<file path="src/rtl/wash_seq_pkg.sv">
// wash_seq_pkg: opcodes, state encoding, fault codes and field widths shared by the wash sequencer.
package wash_seq_pkg;
  localparam int OP_W = 8;
  localparam int IDX_W = 8;
  localparam int ARG_W = 16;
  localparam logic [OP_W-1:0] OP_HALT = 8'h00;
  localparam logic [OP_W-1:0] OP_WAIT = 8'h10;
  localparam logic [OP_W-1:0] OP_RUN  = 8'h11;
  localparam logic [OP_W-1:0] OP_SET  = 8'h21;
  localparam logic [OP_W-1:0] OP_DEC  = 8'h22;
  localparam logic [OP_W-1:0] OP_J    = 8'h30;
  localparam logic [OP_W-1:0] OP_JZ   = 8'h31;
  localparam logic [OP_W-1:0] OP_JNZ  = 8'h32;
  localparam logic [OP_W-1:0] OP_CALL = 8'h33;
  localparam logic [OP_W-1:0] OP_RET  = 8'h34;
  typedef enum logic [1:0] {S_EXEC, S_TIMED, S_HALT, S_FAULT} state_e;
  localparam logic [2:0] FC_NONE    = 3'd0;
  localparam logic [2:0] FC_ILLEGAL = 3'd1;
  localparam logic [2:0] FC_IDX     = 3'd2;
  localparam logic [2:0] FC_OVF     = 3'd3;
  localparam logic [2:0] FC_UNF     = 3'd4;
endpackage

</file>
<file path="src/rtl/call_stack.sv">
// call_stack: return-address LIFO; full at sp==STACK_DEPTH, empty at sp==0.
module call_stack #(
  parameter int ADDR_WIDTH = 8,
  parameter int STACK_DEPTH = 4
) (
  input  logic                  clk,
  input  logic                  rst_n,
  input  logic                  push,
  input  logic                  pop,
  input  logic                  clear,
  input  logic [ADDR_WIDTH-1:0] din,
  output logic [ADDR_WIDTH-1:0] dout,
  output logic                  full,
  output logic                  empty
);
  localparam int SW = $clog2(STACK_DEPTH + 1);
  logic [SW-1:0] sp_q, sp_d;
  // Power-of-two storage keeps the sp-indexed accesses width-exact.
  logic [ADDR_WIDTH-1:0] mem_q [1<<SW];
  assign full = sp_q == SW'(STACK_DEPTH);
  assign empty = sp_q == '0;
  assign dout = mem_q[sp_q - 1'b1];
  always_comb sp_d = clear ? '0 : (push && !full) ? sp_q + 1'b1 : (pop && !empty) ? sp_q - 1'b1 : sp_q;
  always_ff @(posedge clk or negedge rst_n)
    if (!rst_n) sp_q <= '0;
    else sp_q <= sp_d;
  always_ff @(posedge clk)
    if (push && !full && !clear) mem_q[sp_q] <= din;
endmodule

</file>
<file path="src/rtl/wash_sequencer.sv">
// wash_sequencer: ROM-driven program sequencer with timed actuator steps, counters,
// call/return stack, abort vector and fault reporting.
module wash_sequencer
  import wash_seq_pkg::*;
#(
  parameter int ADDR_WIDTH = 8,
  parameter int REG_NUM = 4,
  parameter int CHAN_NUM = 4,
  parameter int STACK_DEPTH = 4,
  parameter logic [ADDR_WIDTH-1:0] ABORT_VEC = 8'hF0
) (
  input  logic                  clk,
  input  logic                  rst_n,
  input  logic                  ena,
  input  logic                  tick,
  input  logic                  pause,
  input  logic                  abort,
  input  logic [31:0]           instr,
  output logic [ADDR_WIDTH-1:0] pc,
  output logic [CHAN_NUM-1:0]   ctrl,
  output logic                  busy,
  output logic                  halted,
  output logic                  fault,
  output logic [2:0]            fault_code
);
  localparam int RW = REG_NUM > 1 ? $clog2(REG_NUM) : 1;
  localparam int CW = CHAN_NUM > 1 ? $clog2(CHAN_NUM) : 1;
  state_e state_q, state_d;
  logic [ADDR_WIDTH-1:0] pc_q, pc_d, ret_pc;
  logic [ARG_W-1:0] regs_q [REG_NUM];
  logic [ARG_W-1:0] regs_d [REG_NUM];
  logic [ARG_W-1:0] cnt_q, cnt_d;
  logic [CW-1:0] chan_q, chan_d;
  logic run_q, run_d;
  logic [2:0] fc_q, fc_d;
  logic push, pop, full, empty;
  logic [OP_W-1:0] op;
  logic [IDX_W-1:0] idx;
  logic [ARG_W-1:0] arg, rsel;
  logic [ADDR_WIDTH-1:0] target, pc_inc;
  logic [RW-1:0] ridx;
  logic reg_ok, chan_ok;
  assign op = instr[7:0];
  assign idx = instr[15:8];
  assign arg = instr[31:16];
  assign target = arg[ADDR_WIDTH-1:0];
  assign pc_inc = pc_q + 1'b1;
  assign ridx = idx[RW-1:0];
  assign rsel = regs_q[ridx];
  assign reg_ok = 32'(idx) < REG_NUM;
  assign chan_ok = 32'(idx) < CHAN_NUM;
  call_stack #(.ADDR_WIDTH(ADDR_WIDTH), .STACK_DEPTH(STACK_DEPTH)) u_stack (
    .clk(clk), .rst_n(rst_n), .push(push), .pop(pop), .clear(abort),
    .din(pc_inc), .dout(ret_pc), .full(full), .empty(empty)
  );
  always_comb begin
    state_d = state_q;
    pc_d = pc_q;
    regs_d = regs_q;
    cnt_d = cnt_q;
    chan_d = chan_q;
    run_d = run_q;
    fc_d = fc_q;
    push = 1'b0;
    pop = 1'b0;
    if (abort) begin
      state_d = S_EXEC;
      pc_d = ABORT_VEC;
      cnt_d = '0;
      fc_d = FC_NONE;
    end else if (ena && state_q == S_TIMED) begin
      if (tick && !pause) begin
        cnt_d = cnt_q - 1'b1;
        if (cnt_q == 16'd1) begin
          state_d = S_EXEC;
          pc_d = pc_inc;
        end
      end
    end else if (ena && state_q == S_EXEC) begin
      // Every faulting path leaves pc untouched so it points at the culprit.
      case (op)
        OP_HALT: state_d = S_HALT;
        OP_WAIT, OP_RUN:
          if (op == OP_RUN && !chan_ok) begin
            state_d = S_FAULT;
            fc_d = FC_IDX;
          end else if (arg == '0) pc_d = pc_inc;
          else begin
            state_d = S_TIMED;
            cnt_d = arg;
            chan_d = idx[CW-1:0];
            run_d = op == OP_RUN;
          end
        OP_SET, OP_DEC:
          if (!reg_ok) begin
            state_d = S_FAULT;
            fc_d = FC_IDX;
          end else begin
            regs_d[ridx] = op == OP_SET ? arg : rsel - 1'b1;
            pc_d = pc_inc;
          end
        OP_J: pc_d = target;
        OP_JZ, OP_JNZ:
          if (!reg_ok) begin
            state_d = S_FAULT;
            fc_d = FC_IDX;
          end else pc_d = ((rsel == '0) == (op == OP_JZ)) ? target : pc_inc;
        OP_CALL:
          if (full) begin
            state_d = S_FAULT;
            fc_d = FC_OVF;
          end else begin
            push = 1'b1;
            pc_d = target;
          end
        OP_RET:
          if (empty) begin
            state_d = S_FAULT;
            fc_d = FC_UNF;
          end else begin
            pop = 1'b1;
            pc_d = ret_pc;
          end
        default: begin
          state_d = S_FAULT;
          fc_d = FC_ILLEGAL;
        end
      endcase
    end
  end
  always_ff @(posedge clk or negedge rst_n)
    if (!rst_n) begin
      state_q <= S_EXEC;
      pc_q <= '0;
      for (int i = 0; i < REG_NUM; i++) regs_q[i] <= '0;
      cnt_q <= '0;
      chan_q <= '0;
      run_q <= 1'b0;
      fc_q <= FC_NONE;
    end else begin
      state_q <= state_d;
      pc_q <= pc_d;
      regs_q <= regs_d;
      cnt_q <= cnt_d;
      chan_q <= chan_d;
      run_q <= run_d;
      fc_q <= fc_d;
    end
  assign ctrl = (state_q == S_TIMED && run_q && ena && !pause && !abort) ? CHAN_NUM'(1) << chan_q : '0;
  assign pc = pc_q;
  assign busy = state_q == S_TIMED;
  assign halted = state_q == S_HALT;
  assign fault = state_q == S_FAULT;
  assign fault_code = fc_q;
endmodule

</file>
<file path="config.mk">
export PLATFORM = sky130hd
export DESIGN_NAME = wash_sequencer
export DESIGN_NICKNAME = d
export VERILOG_FILES = /design/src/rtl/wash_seq_pkg.sv /design/src/rtl/call_stack.sv /design/src/rtl/wash_sequencer.sv
export SDC_FILE = /design/constraint.sdc
export NUM_CORES = 1
export LEC_CHECK = 0
export BUFFER_PORTS_ARGS = -buffer_cell sky130_fd_sc_hd__buf_2
export CAP_MARGIN = 20
export CORE_ASPECT_RATIO = 0.5
export CORE_UTILIZATION = 40
export DETAILED_ROUTE_END_ITERATION = 12
export GPL_TIMING_DRIVEN = 0
export SYNTH_ARGS = -nofsm -noshare
export SYNTH_HDL_FRONTEND = slang
export SYNTH_SLANG_ARGS = --single-unit
</file>
<file path="constraint.sdc">
create_clock -name clk -period 7.19 [get_ports clk]
set_input_delay 0.3595 -clock clk [delete_from_list [all_inputs] [get_ports clk]]
set_output_delay 0.3595 -clock clk [all_outputs]
set_load 0.005 [all_outputs]
</file>
* After elaboration in Yosys (flattened, before gate mapping)
Memories as Yosys holds them, arrays and structs flattened.
Cells that the tools add are included.
** Word-level totals
- RAM bits :: 64
- Bits in registers :: 99
- Memories :: 1
- Output and inout bits :: 18
** Cells by class
- Eq/ne operators :: 36
- Shift operators :: 1
- Add/sub/neg operators :: 5
- Bitwise operators :: 5
- Mux-type cells :: 62
- Order comparisons :: 3
- Reduce and logical (&&, ||, !) cells :: 38
** Memories
- u_stack.mem_q :: depth 8, width 8, rd ports 1, clocked after memory_dff 0, write ports 1, line call_stack.sv:19 : logic [ADDR_WIDTH-1:0] mem_q [1<<SW];
** Operator list (number)
- $mux W16 :: 11
- $mux W8 :: 12
- $bwmux W64 :: 1
- $eq A8 B6 Y1 const B :: 7
- $pmux W8 S6 :: 1
- $bmux W16 S2 :: 1
- $demux W16 S2 :: 1
- $logic_not A16 Y1 :: 2
- $sub A16 B1 Y16 const B :: 2
- $mux W3 :: 10
- $ne A4 B4 Y1 const B :: 6
- $mux W2 :: 10
- $eq A16 B1 Y1 const B :: 1
- $eq A8 B5 Y1 const B :: 2
- $ne A3 B3 Y1 const B :: 5
- $pmux W3 S5 :: 1
- $logic_and A1 B1 Y1 :: 12
- $mux W1 :: 12
- $ne A3 B2 Y1 const B :: 4
- $ne A4 B3 Y1 const B :: 3
- $pmux W2 S6 :: 1
- $reduce_and A10 Y1 :: 1
- $reduce_and A5 Y1 :: 2
- $reduce_bool A3 Y1 :: 3
- other kinds (28) :: 39

* Logic depth before layout (Yosys ltp)
- Depth in word-level cells :: 12
- Depth in mapped cells :: 13
- Depth with buffers taken out :: 9

* By module
Synthesis repeated with hierarchy kept, for this count alone.
** Second synthesis, totals
- Cell total of the unflattened synthesis :: 798
- Area, all modules :: 8577.0 sq um
** Modules (own cells, without submodules)
- wash_sequencer :: area an instance 5818.1 sq um, instances 1, cells each 661
- call_stack :: area an instance 2758.9 sq um, instances 1, cells each 137

* Least setup slack after synthesis
OpenSTA, ideal clock, no wires.
- Path kind :: flip-flop to flip-flop
- Start point :: register u_stack.sp_q[0]
- End point :: register pc_q[6], in the netlist pc[6]
- Stages on the path, launching flop included :: 12
- Required time :: 7069 ps
- Library setup time :: 121 ps
- Path buffers :: 4
- Setup slack :: 3725 ps
- Arrival time :: 3343 ps
- Path through :: dfrtp_1 -> clkbuf_1 -> clkbuf_1 -> inv_1 -> ha_1 -> clkbuf_1 -> clkbuf_1 -> mux4_2 -> mux2_2 -> nand2_1 -> o211ai_1 -> o22a_1
** On the way
- Word-level cells in the longest chain between the ends :: 7
** RTL lines
- from (decl) :: line call_stack.sv:17 : logic [SW-1:0] sp_q, sp_d;
- from (signal assigned) :: line call_stack.sv:26 : else sp_q <= sp_d;
- $sub A3 B1 Y3 :: line call_stack.sv:22 : assign dout = mem_q[sp_q - 1'b1];
- $mem_v2 Z8 W8
- $mux W8 :: line wash_sequencer.sv:117 : if (empty) begin
- $pmux W8 S6 :: line wash_sequencer.sv:81 : case (op)
- $mux W8 :: line wash_sequencer.sv:79 : end else if (ena && state_q == S_EXEC) begin
- $mux W8 :: line wash_sequencer.sv:71 : end else if (ena && state_q == S_TIMED) begin
- $mux W8 :: line wash_sequencer.sv:66 : if (abort) begin
- to (signal assigned) :: line wash_sequencer.sv:142 : pc_q <= pc_d;
- to (decl) :: line wash_sequencer.sv:29 : logic [ADDR_WIDTH-1:0] pc_q, pc_d, ret_pc;
Parallel ways exist; a longest one is shown, timed or not. The select of a mux whose other input is x is not followed.
A chain may end at the register's enable or synchronous reset.

* Final worst setup path
Same ends and word-level chain as after synthesis.

==> reports/qor.csv <==
metric,value,unit
status,completed,
Worst-Margin Slew,1.042,ns
Root Driver,clkbuf_16,
crit-path cells,clkbuf_1 > clkbuf_1 > inv_1 > ha_1 > clkbuf_1 > clkbuf_1 > mux4_2 > mux2_2 > nand2_1 > o211ai_1 > o22a_1,
Syn Nets,817,
worst reg2reg path startpoint,u_stack.sp_q[0]$_DFFE_PN0P_,
setup slack at placement,2.650,ns
Routability Congestion,0.8884,
"Async S/R FF share, synth",0.6074,
first-pass GRT wire length,35.87,mm
CTS tree,done,
f_max,0.2273,GHz
number of flops mapped to enable cells by yosys,64,
Initial Utilization,0.4100,
fin worst setup slack,2.790,ns
number of global-route vias before repair,6482,
drt wl/cell,19.66,µm
total gr overflow,0,
Synth area leader,dfrtp_1,
DRC,0,
Tot Pwr,0.002304,W
CTS H-Tree Depth,4,
multi-input logic area,3837,µm²
Mean Syn Cell Area,10.97,µm²
Max Slew Vio Count,0,
top post-synthesis cells by count,"102 x o21ai_0, 99 x dfrtp_1, 95 x nand2_1",
worst setup path class,flip-flop to flip-flop,
fillers,1903,
DIE AREA,21790,µm²
CTS max path bufs,2,
Yosys warnings,0,
CTS sink count,163,
top-count cell post-synth,o21ai_0,
DR top layer,met4,
initial antenna violation count,0,
Cells after Synth,772,
startpoint types,flip-flop,
Die Y,104.9,µm
iteration-0 DRC count of the detailed router,623,
worst flop-to-flop path endpoint,pc[6]$_DFFE_PN0P_,
wl on met1,10.02,mm
DR vias,6471,
Cell Pwr Density,235.8,nW/µm²
Fin Setup TNS,0,ns
count of input and output buffers,52,
cell count of the worst hold path,3,
fraction of layout cells with a size suffix above 1,0.1719,
relative slew slack,0.3038,
Via density,5.706,
Min Hold Slack,0.2765,ns
Ports,56,
Crit Path Max Fanout,10,
"flops & latches, synth",163,
CP max-delay cell,clkbuf_1,
fin area,9768,µm²
share of the synthesized area in the top cell type,0.2926,
max capacitance violation total,0,
Die W,207.7,µm
drt first pass iters,5,
overall routing resource usage,0.2164,
Layout Area Growth over Synthesis,15.39,%
Area contributors post-synth,"dfrtp_1 29%, edfxtp_1 23%, mux4_2 8.5%",
RSZ-0062 raised after global routing,no,
Tmin final,4.400,ns
Max VDD drop,0.1070,mV
register clock-pin slew on the reported worst setup and hold paths,0.06,ns
clock skew,0.01244,ns
Clock Latency Late Sink,0.44,ns
Area after DPL,9112,µm²
Antenna Cells,0,
cell mode on critical path,clkbuf_1,
routed wl met3,1.075,mm
Final Cycle Share,0.6119,
count of final hold-check violations,0,
Core Area,20650,µm²
total wire length,22.30,mm
Reg2Reg Depth,11,
nets,893,
hold crit path type,primary input to flip-flop,
DP HPWL,16.05,mm
Routed Antenna Nets,0,
WL met2,10.88,mm
"Seq/Total Area, Yosys",0.5197,
Reg area,4399,µm²
worst stage delay on the critical path,0.67,ns
CP endpoint kind,flip-flop,
cts bufs inserted,17,
# rows,37,
Synth cell types,69,
Leakage,3.838,nW
hold endpoint,cnt_q[15]$_DFFE_PN0P_,
final setup fails,0,
Synth Flop Type,dfrtp_1,
CP required,7.51,ns
Register-to-Register Setup Slack,2.79,ns
hold path start,instr[31],
WP data arrival,4.72,ns
largest net degree at the start of global routing,54,
Post-Synthesis Cell Area,8466,µm²
-- where the power goes --
part	switching [W]	total (W)	internal, W
clock	0.000382	0.000969	0.000586
combinational	0.000183	0.000280	0.0000972
sequential	0.0000367	0.00106	0.00102
total	0.000602	0.00230	0.00170
-- metal layers --
layer,global-route usage,vias up
li1,-,3041
met1,0.2815,3219
met2,0.3663,182
met3,0.04358,29
met4,0.06561,0
met5,0,-
-- state kept, by name (all words and copies together) (netlist names) --
signal,cells
regs_q,64
u_stack.mem_q,64
cnt_q,16
pc,8
fault_code,3
u_stack.sp_q,3
chan_q,2
state_q,2
run_q,1
-- worst max path at each step --
| stage | slack (ns) | endpoint | cells after the start | start |
|---|---|---|---|---|
| floorplan | 3.73 | pc[6]$_DFFE_PN0P_ | 11 | u_stack.sp_q[0]$_DFFE_PN0P_ |
| global placement | 2.71 | pc[6]$_DFFE_PN0P_ | 11 | u_stack.sp_q[0]$_DFFE_PN0P_ |
| detailed placement | 2.65 | pc[6]$_DFFE_PN0P_ | 11 | u_stack.sp_q[0]$_DFFE_PN0P_ |
| CTS | 2.63 | pc[6]$_DFFE_PN0P_ | 11 | u_stack.sp_q[0]$_DFFE_PN0P_ |
| global route | 2.32 | pc[6]$_DFFE_PN0P_ | 11 | u_stack.sp_q[0]$_DFFE_PN0P_ |
| finish | 2.79 | pc[6]$_DFFE_PN0P_ | 11 | u_stack.sp_q[0]$_DFFE_PN0P_ |
-- kinds of logic (layout without fill, tap and decap cells) --
| group | Yosys count | after routing | share of synthesized area |
|---|---|---|---|
| adder cells (fa/ha/maj) | 7 | 7 | 0.01035 |
| buffers and inverters | 58 | 147 | 0.02705 |
| multiplexers | 68 | 68 | 0.1302 |
| AO/OA/AOI/OAI | 190 | 190 | 0.1379 |
| AND/OR/NAND/NOR | 260 | 260 | 0.1480 |
| flip-flops | 163 | 163 | 0.5197 |
| XOR/XNOR | 26 | 26 | 0.02690 |
-- what timing repair did --
action                    4_1_cts  5_1_grt
hold buffers                    1        0
hold endpoints to repair        4        0
gates resized for setup         0        0
setup buffers                   0        0
-- final cells by class --
cell class / count / area share
plain buffers: 42 / 0.01729
clock buffers: 22 / 0.05341
clock inverters: 10 / 0.01191
inverters: 16 / 0.006148
multi-input cells: 551 / 0.3929
flip-flops and latches: 163 / 0.4504
well taps: 273 / 0.03497
repair buffers: 57 / 0.03305
-- placed cells by master (no fill, tap or decap), types with 20 or more instances in the layout --
| cell | count |
|---|---|
| o21ai_0 | 102 |
| dfrtp_1 | 99 |
| nand2_1 | 95 |
| edfxtp_1 | 64 |
| nor2_1 | 58 |
| buf_2 | 54 |
| clkbuf_1 | 38 |
| mux4_2 | 32 |
| a21oi_1 | 25 |
| nor3_1 | 22 |
| clkbuf_16 | 20 |
-- metrics by stage --
step / cells / util
2_1_floorplan: 772 / -
3_3_place_gp: 1097 / 0.4392
3_5_place_dp: 1100 / 0.4413
4_1_cts: 1133 / 0.4727
5_1_grt: 1134 / 0.4731
6_report: 1134 / 0.4731
-- critical path: cells and delay by family (launching register included) --
| family | cells | cell delay (ns) |
|---|---|---|
| buffers and inverters | 5 | 2.49 |
| muxes | 2 | 0.71 |
| DFF | 1 | 0.36 |
| AOI/OAI and AO/OA | 2 | 0.30 |
| adders and majority gates | 1 | 0.34 |
| and+or+nand+nor | 1 | 0.08 |
(Power assumes the default switching activity.)
